--- config.mk ---
export PLATFORM = sky130hd
export DESIGN_NAME = csr_timer_file_flat
export DESIGN_NICKNAME = d
export VERILOG_FILES = /design/src/rtl/csr_timer_file_pkg.sv /design/src/rtl/csr_timer_file_if.sv /design/src/rtl/csr_timer_file_timer.sv /design/src/rtl/csr_timer_file.sv /design/src/flat_wrapper.sv
export SDC_FILE = /design/constraint.sdc
export NUM_CORES = 1
export LEC_CHECK = 0
export BUFFER_PORTS_ARGS = -buffer_cell sky130_fd_sc_hd__buf_2
export CELL_PAD_IN_SITES_DETAIL_PLACEMENT = 0
export CELL_PAD_IN_SITES_GLOBAL_PLACEMENT = 1
export CORE_MARGIN = 2
export CORE_UTILIZATION = 35
export CTS_CLUSTER_SIZE = 14
export DETAILED_ROUTE_END_ITERATION = 10
export HOLD_SLACK_MARGIN = 0.12
export PLACE_DENSITY_LB_ADDON = 0.1
export SKIP_CTS_REPAIR_TIMING = 1
export SLEW_MARGIN = 20
export SYNTH_ARGS = -nofsm -noshare
export SYNTH_HDL_FRONTEND = slang
export SYNTH_SLANG_ARGS = --single-unit
--- constraint.sdc ---
create_clock -name clk -period 6 [get_ports clk]
set_clock_uncertainty 0.05 [all_clocks]
set_input_delay 0.9 -clock clk [delete_from_list [all_inputs] [get_ports clk]]
set_output_delay 0.9 -clock clk [all_outputs]
set_load 0.05 [all_outputs]
--- src/rtl/csr_timer_file_pkg.sv ---
// Shared definitions for the LoongArch32 CSR file with timer: CSR addresses,
// bitfield positions, exception codes and the masked-write merge helper.
package csr_pkg;

    typedef logic [13:0] csr_addr_t;

    // CSR addresses
    localparam csr_addr_t CSR_CRMD   = 14'h000;
    localparam csr_addr_t CSR_PRMD   = 14'h001;
    localparam csr_addr_t CSR_ECFG   = 14'h004;
    localparam csr_addr_t CSR_ESTAT  = 14'h005;
    localparam csr_addr_t CSR_ERA    = 14'h006;
    localparam csr_addr_t CSR_BADV   = 14'h007;
    localparam csr_addr_t CSR_EENTRY = 14'h00C;
    localparam csr_addr_t CSR_SAVE0  = 14'h030;
    localparam csr_addr_t CSR_TID    = 14'h040;
    localparam csr_addr_t CSR_TCFG   = 14'h041;
    localparam csr_addr_t CSR_TVAL   = 14'h042;
    localparam csr_addr_t CSR_TICLR  = 14'h044;

    // CRMD / PRMD fields
    localparam int CRMD_PLV_LSB = 0;
    localparam int CRMD_PLV_MSB = 1;
    localparam int CRMD_IE      = 2;
    localparam int CRMD_DA      = 3;
    localparam int CRMD_PG      = 4;
    localparam int PRMD_PPLV_LSB = 0;
    localparam int PRMD_PPLV_MSB = 1;
    localparam int PRMD_PIE      = 2;

    // ECFG / ESTAT fields
    localparam int ECFG_LIE_MSB       = 12;
    localparam logic [12:0] ECFG_LIE_WMASK = 13'h1BFF;
    localparam int ESTAT_IS_MSB       = 12;
    localparam int ESTAT_ECODE_LSB    = 16;
    localparam int ESTAT_ECODE_MSB    = 21;
    localparam int ESTAT_ESUB_LSB     = 22;
    localparam int ESTAT_ESUB_MSB     = 30;

    // TCFG fields and EENTRY alignment
    localparam int TCFG_EN          = 0;
    localparam int TCFG_PERIODIC    = 1;
    localparam int TCFG_INITVAL_LSB = 2;
    localparam int EENTRY_VA_LSB    = 6;

    typedef enum logic [5:0] {
        ECODE_INT = 6'h00,
        ECODE_PIL = 6'h01,
        ECODE_PIS = 6'h02,
        ECODE_PIF = 6'h03,
        ECODE_PME = 6'h04,
        ECODE_PPI = 6'h07,
        ECODE_ADE = 6'h08,
        ECODE_ALE = 6'h09,
        ECODE_SYS = 6'h0B,
        ECODE_BRK = 6'h0C,
        ECODE_INE = 6'h0D,
        ECODE_IPE = 6'h0E
    } ecode_e;

    // csrxchg-style merge: masked bits come from wdata, the rest keep old
    function automatic logic [31:0] csr_merge(input logic [31:0] old_val,
                                              input logic [31:0] wdata,
                                              input logic [31:0] wmask);
        return (old_val & ~wmask) | (wdata & wmask);
    endfunction

endpackage

--- src/rtl/csr_timer_file_if.sv ---
// CSR access bus between EX (master) and the CSR file (slave).
interface csr_timer_file_if;
    import csr_pkg::*;

    csr_addr_t   csr_num;
    logic        csr_re;
    logic [31:0] csr_rdata;
    logic        csr_we;
    logic [31:0] csr_wmask;
    logic [31:0] csr_wdata;

    modport master (
        output csr_num, csr_re, csr_we, csr_wmask, csr_wdata,
        input  csr_rdata
    );

    modport slave (
        input  csr_num, csr_re, csr_we, csr_wmask, csr_wdata,
        output csr_rdata
    );
endinterface

--- src/rtl/csr_timer_file_timer.sv ---
// Constant-frequency timer: TCFG/TVAL registers, countdown with optional
// periodic reload, and a one-cycle pulse when the count expires.
module csr_timer
    import csr_pkg::*;
#(
    parameter int TIMER_W = 32
) (
    input  logic        clk,
    input  logic        reset,
    input  logic        i_tcfg_we,
    input  logic [31:0] i_wval,
    output logic [31:0] o_tcfg,
    output logic [31:0] o_tval,
    output logic        o_timer_set
);

    localparam logic [TIMER_W-1:0] TVAL_ONES = '1;

    logic [TIMER_W-1:0] r_tcfg;
    logic [TIMER_W-1:0] r_tval;
    logic               w_en;
    logic               w_periodic;
    logic [TIMER_W-1:0] w_reload;

    assign w_en       = r_tcfg[TCFG_EN];
    assign w_periodic = r_tcfg[TCFG_PERIODIC];
    assign w_reload   = {r_tcfg[TIMER_W-1:TCFG_INITVAL_LSB], 2'b00};

    // A TCFG write takes precedence over counting, so no expiry that cycle
    assign o_timer_set = w_en && !i_tcfg_we && (r_tval == '0);

    assign o_tcfg = 32'(r_tcfg);
    assign o_tval = 32'(r_tval);

    // Config load and countdown; a one-shot parks at all-ones after expiring
    always_ff @(posedge clk) begin
        // NOTE: non-blocking assignments keep every register sampling the
        // pre-edge value of the others, independent of statement order.
        if (reset) begin
            r_tcfg <= '0;
            r_tval <= '0;
        end else if (i_tcfg_we) begin
            r_tcfg <= i_wval[TIMER_W-1:0];
            r_tval <= {i_wval[TIMER_W-1:TCFG_INITVAL_LSB], 2'b00};
        end else if (w_en) begin
            if (r_tval == '0) begin
                r_tval <= w_periodic ? w_reload : TVAL_ONES;
            end else if (!(r_tval == TVAL_ONES && !w_periodic)) begin
                r_tval <= r_tval - 1'b1;
            end
        end
    end

endmodule

--- src/rtl/csr_timer_file.sv ---
// LoongArch32 CSR file: CRMD/PRMD/ECFG/ESTAT/ERA/BADV/EENTRY/SAVEn/TID plus
// the timer CSRs. Combinational reads, masked writes, exception and ertn
// commits from WB, exception entry and interrupt request outputs.
module csr_timer_file
    import csr_pkg::*;
#(
    parameter int          TIMER_W  = 32,
    parameter int          SAVE_NUM = 4,
    parameter logic [31:0] COREID   = 32'h0
) (
    input  logic              clk,
    input  logic              reset,
    csr_timer_file_if.slave   csr_bus,
    input  logic [7:0]        hw_int_in,
    input  logic              ipi_int_in,
    output logic [31:0]       ex_entry,
    output logic              has_int,
    input  logic              ertn_flush,
    input  logic              wb_ex,
    input  logic [5:0]        wb_ecode,
    input  logic [8:0]        wb_esubcode,
    input  logic [31:0]       wb_pc,
    input  logic              wb_badv_we,
    input  logic [31:0]       wb_vaddr
);

    logic [1:0]  r_crmd_plv;
    logic        r_crmd_ie;
    logic [1:0]  r_prmd_pplv;
    logic        r_prmd_pie;
    logic [12:0] r_ecfg_lie;
    logic [1:0]  r_is_sw;
    logic [7:0]  r_is_hw;
    logic        r_is_ipi;
    logic        r_is_timer;
    logic [5:0]  r_ecode;
    logic [8:0]  r_esubcode;
    logic [31:0] r_era;
    logic [31:0] r_badv;
    logic [25:0] r_eentry;
    logic [31:0] r_save [SAVE_NUM];
    logic [31:0] r_tid;

    logic [12:0] w_is;
    logic        w_save_hit;
    logic [31:0] w_reg_val;
    logic [31:0] w_wval;
    logic [31:0] w_tcfg_rd;
    logic [31:0] w_tval_rd;
    logic        w_timer_set;
    logic        w_wr_crmd, w_wr_prmd, w_wr_ecfg, w_wr_estat, w_wr_era;
    logic        w_wr_badv, w_wr_eentry, w_wr_tid, w_wr_tcfg, w_wr_ticlr;

    // IS[10] is reserved and always reads 0
    assign w_is = {r_is_ipi, r_is_timer, 1'b0, r_is_hw, r_is_sw};

    assign w_save_hit = (csr_bus.csr_num[13:4] == CSR_SAVE0[13:4]) &&
                        ({1'b0, csr_bus.csr_num[3:0]} < 5'(SAVE_NUM));

    // Register read mux; unimplemented addresses fall through to zero
    always_comb begin
        // NOTE: default first so every path assigns w_reg_val and no latch
        // is inferred for the addresses the case does not list.
        w_reg_val = '0;
        case (csr_bus.csr_num)
            CSR_CRMD: begin
                w_reg_val[CRMD_PLV_MSB:CRMD_PLV_LSB] = r_crmd_plv;
                w_reg_val[CRMD_IE] = r_crmd_ie;
                w_reg_val[CRMD_DA] = 1'b1;
                w_reg_val[CRMD_PG] = 1'b0;
            end
            CSR_PRMD: begin
                w_reg_val[PRMD_PPLV_MSB:PRMD_PPLV_LSB] = r_prmd_pplv;
                w_reg_val[PRMD_PIE] = r_prmd_pie;
            end
            CSR_ECFG:   w_reg_val[ECFG_LIE_MSB:0] = r_ecfg_lie;
            CSR_ESTAT: begin
                w_reg_val[ESTAT_IS_MSB:0] = w_is;
                w_reg_val[ESTAT_ECODE_MSB:ESTAT_ECODE_LSB] = r_ecode;
                w_reg_val[ESTAT_ESUB_MSB:ESTAT_ESUB_LSB] = r_esubcode;
            end
            CSR_ERA:    w_reg_val = r_era;
            CSR_BADV:   w_reg_val = r_badv;
            CSR_EENTRY: w_reg_val[31:EENTRY_VA_LSB] = r_eentry;
            CSR_TID:    w_reg_val = r_tid;
            CSR_TCFG:   w_reg_val = w_tcfg_rd;
            CSR_TVAL:   w_reg_val = w_tval_rd;
            default: begin
                for (int i = 0; i < SAVE_NUM; i++) begin
                    if (w_save_hit && csr_bus.csr_num[3:0] == 4'(i)) begin
                        w_reg_val = r_save[i];
                    end
                end
            end
        endcase
    end

    assign csr_bus.csr_rdata = csr_bus.csr_re ? w_reg_val : '0;
    assign w_wval = csr_merge(w_reg_val, csr_bus.csr_wdata, csr_bus.csr_wmask);

    assign w_wr_crmd   = csr_bus.csr_we && (csr_bus.csr_num == CSR_CRMD);
    assign w_wr_prmd   = csr_bus.csr_we && (csr_bus.csr_num == CSR_PRMD);
    assign w_wr_ecfg   = csr_bus.csr_we && (csr_bus.csr_num == CSR_ECFG);
    assign w_wr_estat  = csr_bus.csr_we && (csr_bus.csr_num == CSR_ESTAT);
    assign w_wr_era    = csr_bus.csr_we && (csr_bus.csr_num == CSR_ERA);
    assign w_wr_badv   = csr_bus.csr_we && (csr_bus.csr_num == CSR_BADV);
    assign w_wr_eentry = csr_bus.csr_we && (csr_bus.csr_num == CSR_EENTRY);
    assign w_wr_tid    = csr_bus.csr_we && (csr_bus.csr_num == CSR_TID);
    assign w_wr_tcfg   = csr_bus.csr_we && (csr_bus.csr_num == CSR_TCFG);
    assign w_wr_ticlr  = csr_bus.csr_we && (csr_bus.csr_num == CSR_TICLR);

    csr_timer #(
        .TIMER_W (TIMER_W)
    ) u_timer (
        .clk         (clk),
        .reset       (reset),
        .i_tcfg_we   (w_wr_tcfg),
        .i_wval      (w_wval),
        .o_tcfg      (w_tcfg_rd),
        .o_tval      (w_tval_rd),
        .o_timer_set (w_timer_set)
    );

    // CRMD: exception drops to kernel with interrupts off, ertn restores
    always_ff @(posedge clk) begin
        if (reset) begin
            r_crmd_plv <= 2'b00;
            r_crmd_ie  <= 1'b0;
        end else if (wb_ex) begin
            r_crmd_plv <= 2'b00;
            r_crmd_ie  <= 1'b0;
        end else if (ertn_flush) begin
            r_crmd_plv <= r_prmd_pplv;
            r_crmd_ie  <= r_prmd_pie;
        end else if (w_wr_crmd) begin
            r_crmd_plv <= w_wval[CRMD_PLV_MSB:CRMD_PLV_LSB];
            r_crmd_ie  <= w_wval[CRMD_IE];
        end
    end

    // PRMD: snapshot of CRMD privilege/IE on exception entry
    always_ff @(posedge clk) begin
        if (reset) begin
            r_prmd_pplv <= 2'b00;
            r_prmd_pie  <= 1'b0;
        end else if (wb_ex) begin
            r_prmd_pplv <= r_crmd_plv;
            r_prmd_pie  <= r_crmd_ie;
        end else if (w_wr_prmd) begin
            r_prmd_pplv <= w_wval[PRMD_PPLV_MSB:PRMD_PPLV_LSB];
            r_prmd_pie  <= w_wval[PRMD_PIE];
        end
    end

    // ECFG: local interrupt enables, bit 10 is not writable
    always_ff @(posedge clk) begin
        if (reset) begin
            r_ecfg_lie <= '0;
        end else if (w_wr_ecfg) begin
            r_ecfg_lie <= (r_ecfg_lie & ~ECFG_LIE_WMASK) |
                          (w_wval[ECFG_LIE_MSB:0] & ECFG_LIE_WMASK);
        end
    end

    // ESTAT: exception cause on commit, software IS bits otherwise
    always_ff @(posedge clk) begin
        if (reset) begin
            r_is_sw    <= 2'b00;
            r_ecode    <= '0;
            r_esubcode <= '0;
        end else if (wb_ex) begin
            r_ecode    <= wb_ecode;
            r_esubcode <= wb_esubcode;
        end else if (w_wr_estat) begin
            r_is_sw    <= w_wval[1:0];
        end
    end

    // ESTAT: external interrupt lines sampled every cycle
    always_ff @(posedge clk) begin
        if (reset) begin
            r_is_hw  <= '0;
            r_is_ipi <= 1'b0;
        end else begin
            r_is_hw  <= hw_int_in;
            r_is_ipi <= ipi_int_in;
        end
    end

    // ESTAT.IS[11]: timer expiry sets, TICLR clears, expiry wins a tie
    always_ff @(posedge clk) begin
        if (reset) begin
            r_is_timer <= 1'b0;
        end else if (w_timer_set) begin
            r_is_timer <= 1'b1;
        end else if (w_wr_ticlr && w_wval[0]) begin
            r_is_timer <= 1'b0;
        end
    end

    // ERA / BADV: faulting PC and address captured on exception commit
    always_ff @(posedge clk) begin
        if (reset) begin
            r_era  <= '0;
            r_badv <= '0;
        end else begin
            if (wb_ex) begin
                r_era <= wb_pc;
            end else if (w_wr_era) begin
                r_era <= w_wval;
            end
            if (wb_ex && wb_badv_we) begin
                r_badv <= wb_vaddr;
            end else if (w_wr_badv) begin
                r_badv <= w_wval;
            end
        end
    end

    // EENTRY (64-byte aligned) and TID
    always_ff @(posedge clk) begin
        if (reset) begin
            r_eentry <= '0;
            r_tid    <= COREID;
        end else begin
            if (w_wr_eentry) begin
                r_eentry <= w_wval[31:EENTRY_VA_LSB];
            end
            if (w_wr_tid) begin
                r_tid <= w_wval;
            end
        end
    end

    // SAVE bank: plain scratch registers for the exception handler
    always_ff @(posedge clk) begin
        // NOTE: the small SAVE bank is a register array, so it is reset like
        // any other flop; a large RAM-mapped bank would be left unreset.
        if (reset) begin
            for (int i = 0; i < SAVE_NUM; i++) begin
                r_save[i] <= '0;
            end
        end else begin
            for (int i = 0; i < SAVE_NUM; i++) begin
                if (csr_bus.csr_we && w_save_hit && csr_bus.csr_num[3:0] == 4'(i)) begin
                    r_save[i] <= w_wval;
                end
            end
        end
    end

    assign ex_entry = {r_eentry, 6'b000000};
    assign has_int  = (|(w_is & r_ecfg_lie)) & r_crmd_ie;

endmodule

--- src/flat_wrapper.sv ---
// flat-port wrapper written by rule: the top's interface ports become plain ports
module csr_timer_file_flat import csr_pkg::*;
#(
    parameter int          TIMER_W  = 32,
    parameter int          SAVE_NUM = 4,
    parameter logic [31:0] COREID   = 32'h0
)
  (clk, reset, hw_int_in, ipi_int_in, ex_entry, has_int, ertn_flush, wb_ex, wb_ecode, wb_esubcode, wb_pc, wb_badv_we, wb_vaddr, csr_bus_csr_num, csr_bus_csr_re, csr_bus_csr_we, csr_bus_csr_wmask, csr_bus_csr_wdata, csr_bus_csr_rdata);
  csr_timer_file_if csr_bus_i ();
  input  logic clk;
  input  logic reset;
  input  logic [7:0] hw_int_in;
  input  logic ipi_int_in;
  output logic [31:0] ex_entry;
  output logic has_int;
  input  logic ertn_flush;
  input  logic wb_ex;
  input  logic [5:0] wb_ecode;
  input  logic [8:0] wb_esubcode;
  input  logic [31:0] wb_pc;
  input  logic wb_badv_we;
  input  logic [31:0] wb_vaddr;
  input wire logic [$bits(csr_bus_i.csr_num)-1:0] csr_bus_csr_num;
  input wire logic [$bits(csr_bus_i.csr_re)-1:0] csr_bus_csr_re;
  input wire logic [$bits(csr_bus_i.csr_we)-1:0] csr_bus_csr_we;
  input wire logic [$bits(csr_bus_i.csr_wmask)-1:0] csr_bus_csr_wmask;
  input wire logic [$bits(csr_bus_i.csr_wdata)-1:0] csr_bus_csr_wdata;
  output wire logic [$bits(csr_bus_i.csr_rdata)-1:0] csr_bus_csr_rdata;
  assign csr_bus_i.csr_num = csr_bus_csr_num;
  assign csr_bus_i.csr_re = csr_bus_csr_re;
  assign csr_bus_i.csr_we = csr_bus_csr_we;
  assign csr_bus_i.csr_wmask = csr_bus_csr_wmask;
  assign csr_bus_i.csr_wdata = csr_bus_csr_wdata;
  assign csr_bus_csr_rdata = csr_bus_i.csr_rdata;
  csr_timer_file #(.TIMER_W(TIMER_W), .SAVE_NUM(SAVE_NUM), .COREID(COREID)) u_core (.clk(clk), .reset(reset), .csr_bus(csr_bus_i), .hw_int_in(hw_int_in), .ipi_int_in(ipi_int_in), .ex_entry(ex_entry), .has_int(has_int), .ertn_flush(ertn_flush), .wb_ex(wb_ex), .wb_ecode(wb_ecode), .wb_esubcode(wb_esubcode), .wb_pc(wb_pc), .wb_badv_we(wb_badv_we), .wb_vaddr(wb_vaddr));
endmodule
==> flow_metrics.env <==
export IMPL_synth_top_area_cell="dfxtp_1"
export IMPL_swShare_pct=26.5
export IMPL_path_delay_family="simple AND/OR/NAND/NOR gates"
export IMPL_p_total_mw=5.96
export IMPL_cts_buffer_depth=3
export IMPL_routedWlPerCell_um=34.3
export IMPL_synth_cell_types=96
export IMPL_syn_avg_cell_area_um2=8.97
export IMPL_worstPathArrival_ns=4.17
export IMPL_synth_seq_cells=359
export IMPL_gp_congestion=0.959
export IMPL_vias_per_cell=6.45
export IMPL_slew_headroom_pct=19.0
export IMPL_worstPathMaxFanout=48
export IMPL_vias=19900
export IMPL_p_comb_share_pct=8.9
export IMPL_slowest_delay_ns=0.63
export IMPL_synth_simple_gate_area_share_pct=21.3
export IMPL_antenna_found_initial=5
export IMPL_dpl_hpwl_um=76900
export IMPL_drc=0
export IMPL_finalCritPeriodShare_pct=85.4
export IMPL_cp_common_cell="buf_4"
export IMPL_synthMuxAreaShare_pct=4.05
export IMPL_multi_input_area_um2=9930
export IMPL_slowest_stage="nor4_1"
export IMPL_syn_to_final_growth_pct=18.5
export IMPL_die_y_um=239
export IMPL_outcome="completed"
export IMPL_netSwitchingPower_mw=1.58
export IMPL_clockPowerShare_pct=46.6
export IMPL_syn_area_um2=19300
export IMPL_synth_top_family_by_area="compound AO/OA/AOI/OAI gates"
export IMPL_finalWirelength_um=106000
export IMPL_yosys_most_used_dff="dfxtp_1"
export IMPL_grt_max_degree=58
export IMPL_clock_sinks=359
export IMPL_ys_seq_area_share_pct=43.9
export IMPL_fillers=5558
export IMPL_layout_min_cycle_time_ns=5.12
export IMPL_cts_tree="done"
export IMPL_crit_buf_inv=3
export IMPL_p_seq_share_pct=44.5
export IMPL_dieArea_um2=57000
export IMPL_cts_clk_slew_worst_paths_ns=0.06
export IMPL_finalNetCount=2521
export IMPL_report_final_hold_viol_count=0
export IMPL_yosys_warnings=0
export IMPL_core_area_um2=54800
export IMPL_dr_pass1_iters=7
export IMPL_setup_ws_ns=0.876
export IMPL_grt_pass1_vias=18700
export IMPL_maxCapViolations=0
export IMPL_initial_core_util_pct=35.2
export IMPL_detail_route_antenna_nets=0
export IMPL_globalRouteOverflowTotal=0
export IMPL_cts_inserted_buffers=44
export IMPL_worstPathRequired_ns=5.05
export IMPL_design_area_um2=22900
export IMPL_yosys_area_share_adder_pct=0.195
export IMPL_synthCells=2151
export IMPL_ff_latch_area_um2=8470
export IMPL_synth_edff_count=128
export IMPL_crit_type="primary input to primary output"
export IMPL_synthArstFlopShare_pct=0
export IMPL_p_int_mw=4.38
export IMPL_fp_dieW_um=239
export IMPL_rows=86
export IMPL_start_kind="primary input"
export IMPL_p_per_area_nw_per_um2=261
export IMPL_synthTopCellsByArea="dfxtp_1 24%, edfxtp_1 20%, nor2_1 4.5%"
export IMPL_fin_tns_setup_ns=0
export IMPL_synth_xor_area_share_pct=0.817
export IMPL_worst_slew_pin_slew_ns=1.21
export IMPL_netlist_area_leader_share_pct=24.0
export IMPL_dp_slack_ns=1.06
export IMPL_pin_count=238
export IMPL_slew_viol_final=0
export IMPL_synth_commonest_cells="233 x nor2_1, 231 x dfxtp_1, 178 x nand2_1"
export IMPL_grt_util_all_layers_pct=36.5
export IMPL_synth_compound_area_share_pct=24.2
export IMPL_layout_drive_gt1_share_pct=20.7
export IMPL_final_util_pct=41.7
export IMPL_critical_path_cell_chain="buf_4, buf_4, nand4bb_1, nor4_1, nand2_1, o2111ai_1, and2_1, buf_2"
export IMPL_root_buffer="clkbuf_16"
export IMPL_leakagePower_nw=8.44
export IMPL_synth_most_common_cell="nor2_1"
export IMPL_critPathCaptureType="primary output"
export IMPL_rsz0062_at_grt="false"
export IMPL_grt_pass1_wl_um=146000
export IMPL_port_buffers=231
export IMPL_drtIter0Drc=2742
export IMPL_ir_drop_mv=0.188
export IMPL_fmax_ghz=0.195
export IMPL_dpl_cell_area_um2=21400
export IMPL_clock_latency_ns=0.60
export IMPL_htree_num_levels=2
export IMPL_hp_class="flip-flop to flip-flop"
export IMPL_finalSetupViolations=0
-- layer usage --
metal	part of all wire [%]	vias to the layer above	wire, um	GRT usage [%]
met5	0.041	-	43	0
met2	44	1190	46600	56.0
met1	41	9933	43700	48.8
met4	5.3	8	5580	17.8
met3	9.5	240	10100	7.77
li1	-	8531	-	-
-- state kept, by name, summed over array words and instances (netlist names) --
signal	flops
u_core.r_esubcode	9
u_core.r_is_hw	8
u_core.r_save	128
u_core.r_crmd_ie	1
u_core.r_crmd_plv	2
u_core.r_ecfg_lie	12
u_core.r_badv	32
u_core.u_timer.o_tval	32
u_core.r_tid	32
u_core.r_eentry	26
u_core.r_is_sw	2
u_core.r_prmd_pie	1
u_core.r_era	32
u_core.r_prmd_pplv	2
u_core.u_timer.o_tcfg	32
u_core.r_is_ipi	1
u_core.r_ecode	6
u_core.r_is_timer	1
-- layout make-up --
cell class / instances / area share (%)
Antenna cell: 1 / 0.0109
Clock buffer: 61 / 5.59
Clock inverter: 21 / 0.832
Inverter: 56 / 0.930
Multi-Input combinational cell: 1558 / 43.4
Sequential cell: 359 / 37.0
Tap cell: 704 / 3.85
Timing Repair Buffer: 326 / 8.32
-- kinds of logic (layout without fill, tap and decap cells) --
kind of cell    after synthesis  in the layout
buf+inv                     239            464
flops                       359            359
other cells                   1              7
compound gates              685            685
simple gates                782            782
xor+xnor                     18             18
mux                          64             64
fa+ha+maj                     3              3
-- through the flow --
stage	hold WS [ns]	std cells
global route	0.423	3086
detailed placement	0.397	3003
floorplan	0.378	2156
CTS	0.405	3085
global placement	0.395	3003
finish	0.405	3086
-- power by group through the flow --
stage,clock network (mW),logic [mW],registers [mW]
6_report,2.78,0.532,2.65
5_1_grt,2.87,0.555,2.65
4_1_cts,2.80,0.522,2.65
3_5_place_dp,0,0.519,2.70
3_3_place_gp,0,0.515,2.70
2_1_floorplan,0,0.275,2.68
-- tightest hold or removal path, stage by stage (launching register included) --
cell     delay (ns)
dfxtp_1        0.31
nand2_1        0.05
a21oi_1        0.05
-- layout by cell type, fill, tap and decap left out, drive strengths merged, types with 34 or more instances in the layout --
master  count
buf       326
nor2      235
dfxtp     231
nand2     179
o21ai     145
a21oi     143
edfxtp    128
nand3      86
o211ai     79
clkbuf     61
inv        59
mux2i      42
a221oi     37
nand2b     36
o22ai      36
nor4       35
a31oi      34
-- final timing paths --
kind | from | slack, ns | cells after the start | endpoint
min reg2reg | u_core.r_tid[0] | 0.40 | 2 | u_core.r_tid[0]
max | csr_bus_csr_num[0] | 0.88 | 8 | csr_bus_csr_rdata[4]
max reg2reg | u_core.u_timer.o_tval[15] | 2.44 | 7 | u_core.u_timer.o_tval[2]
min | u_core.r_tid[0] | 0.40 | 2 | u_core.r_tid[0]
Power figures use the tool's default switching activity.
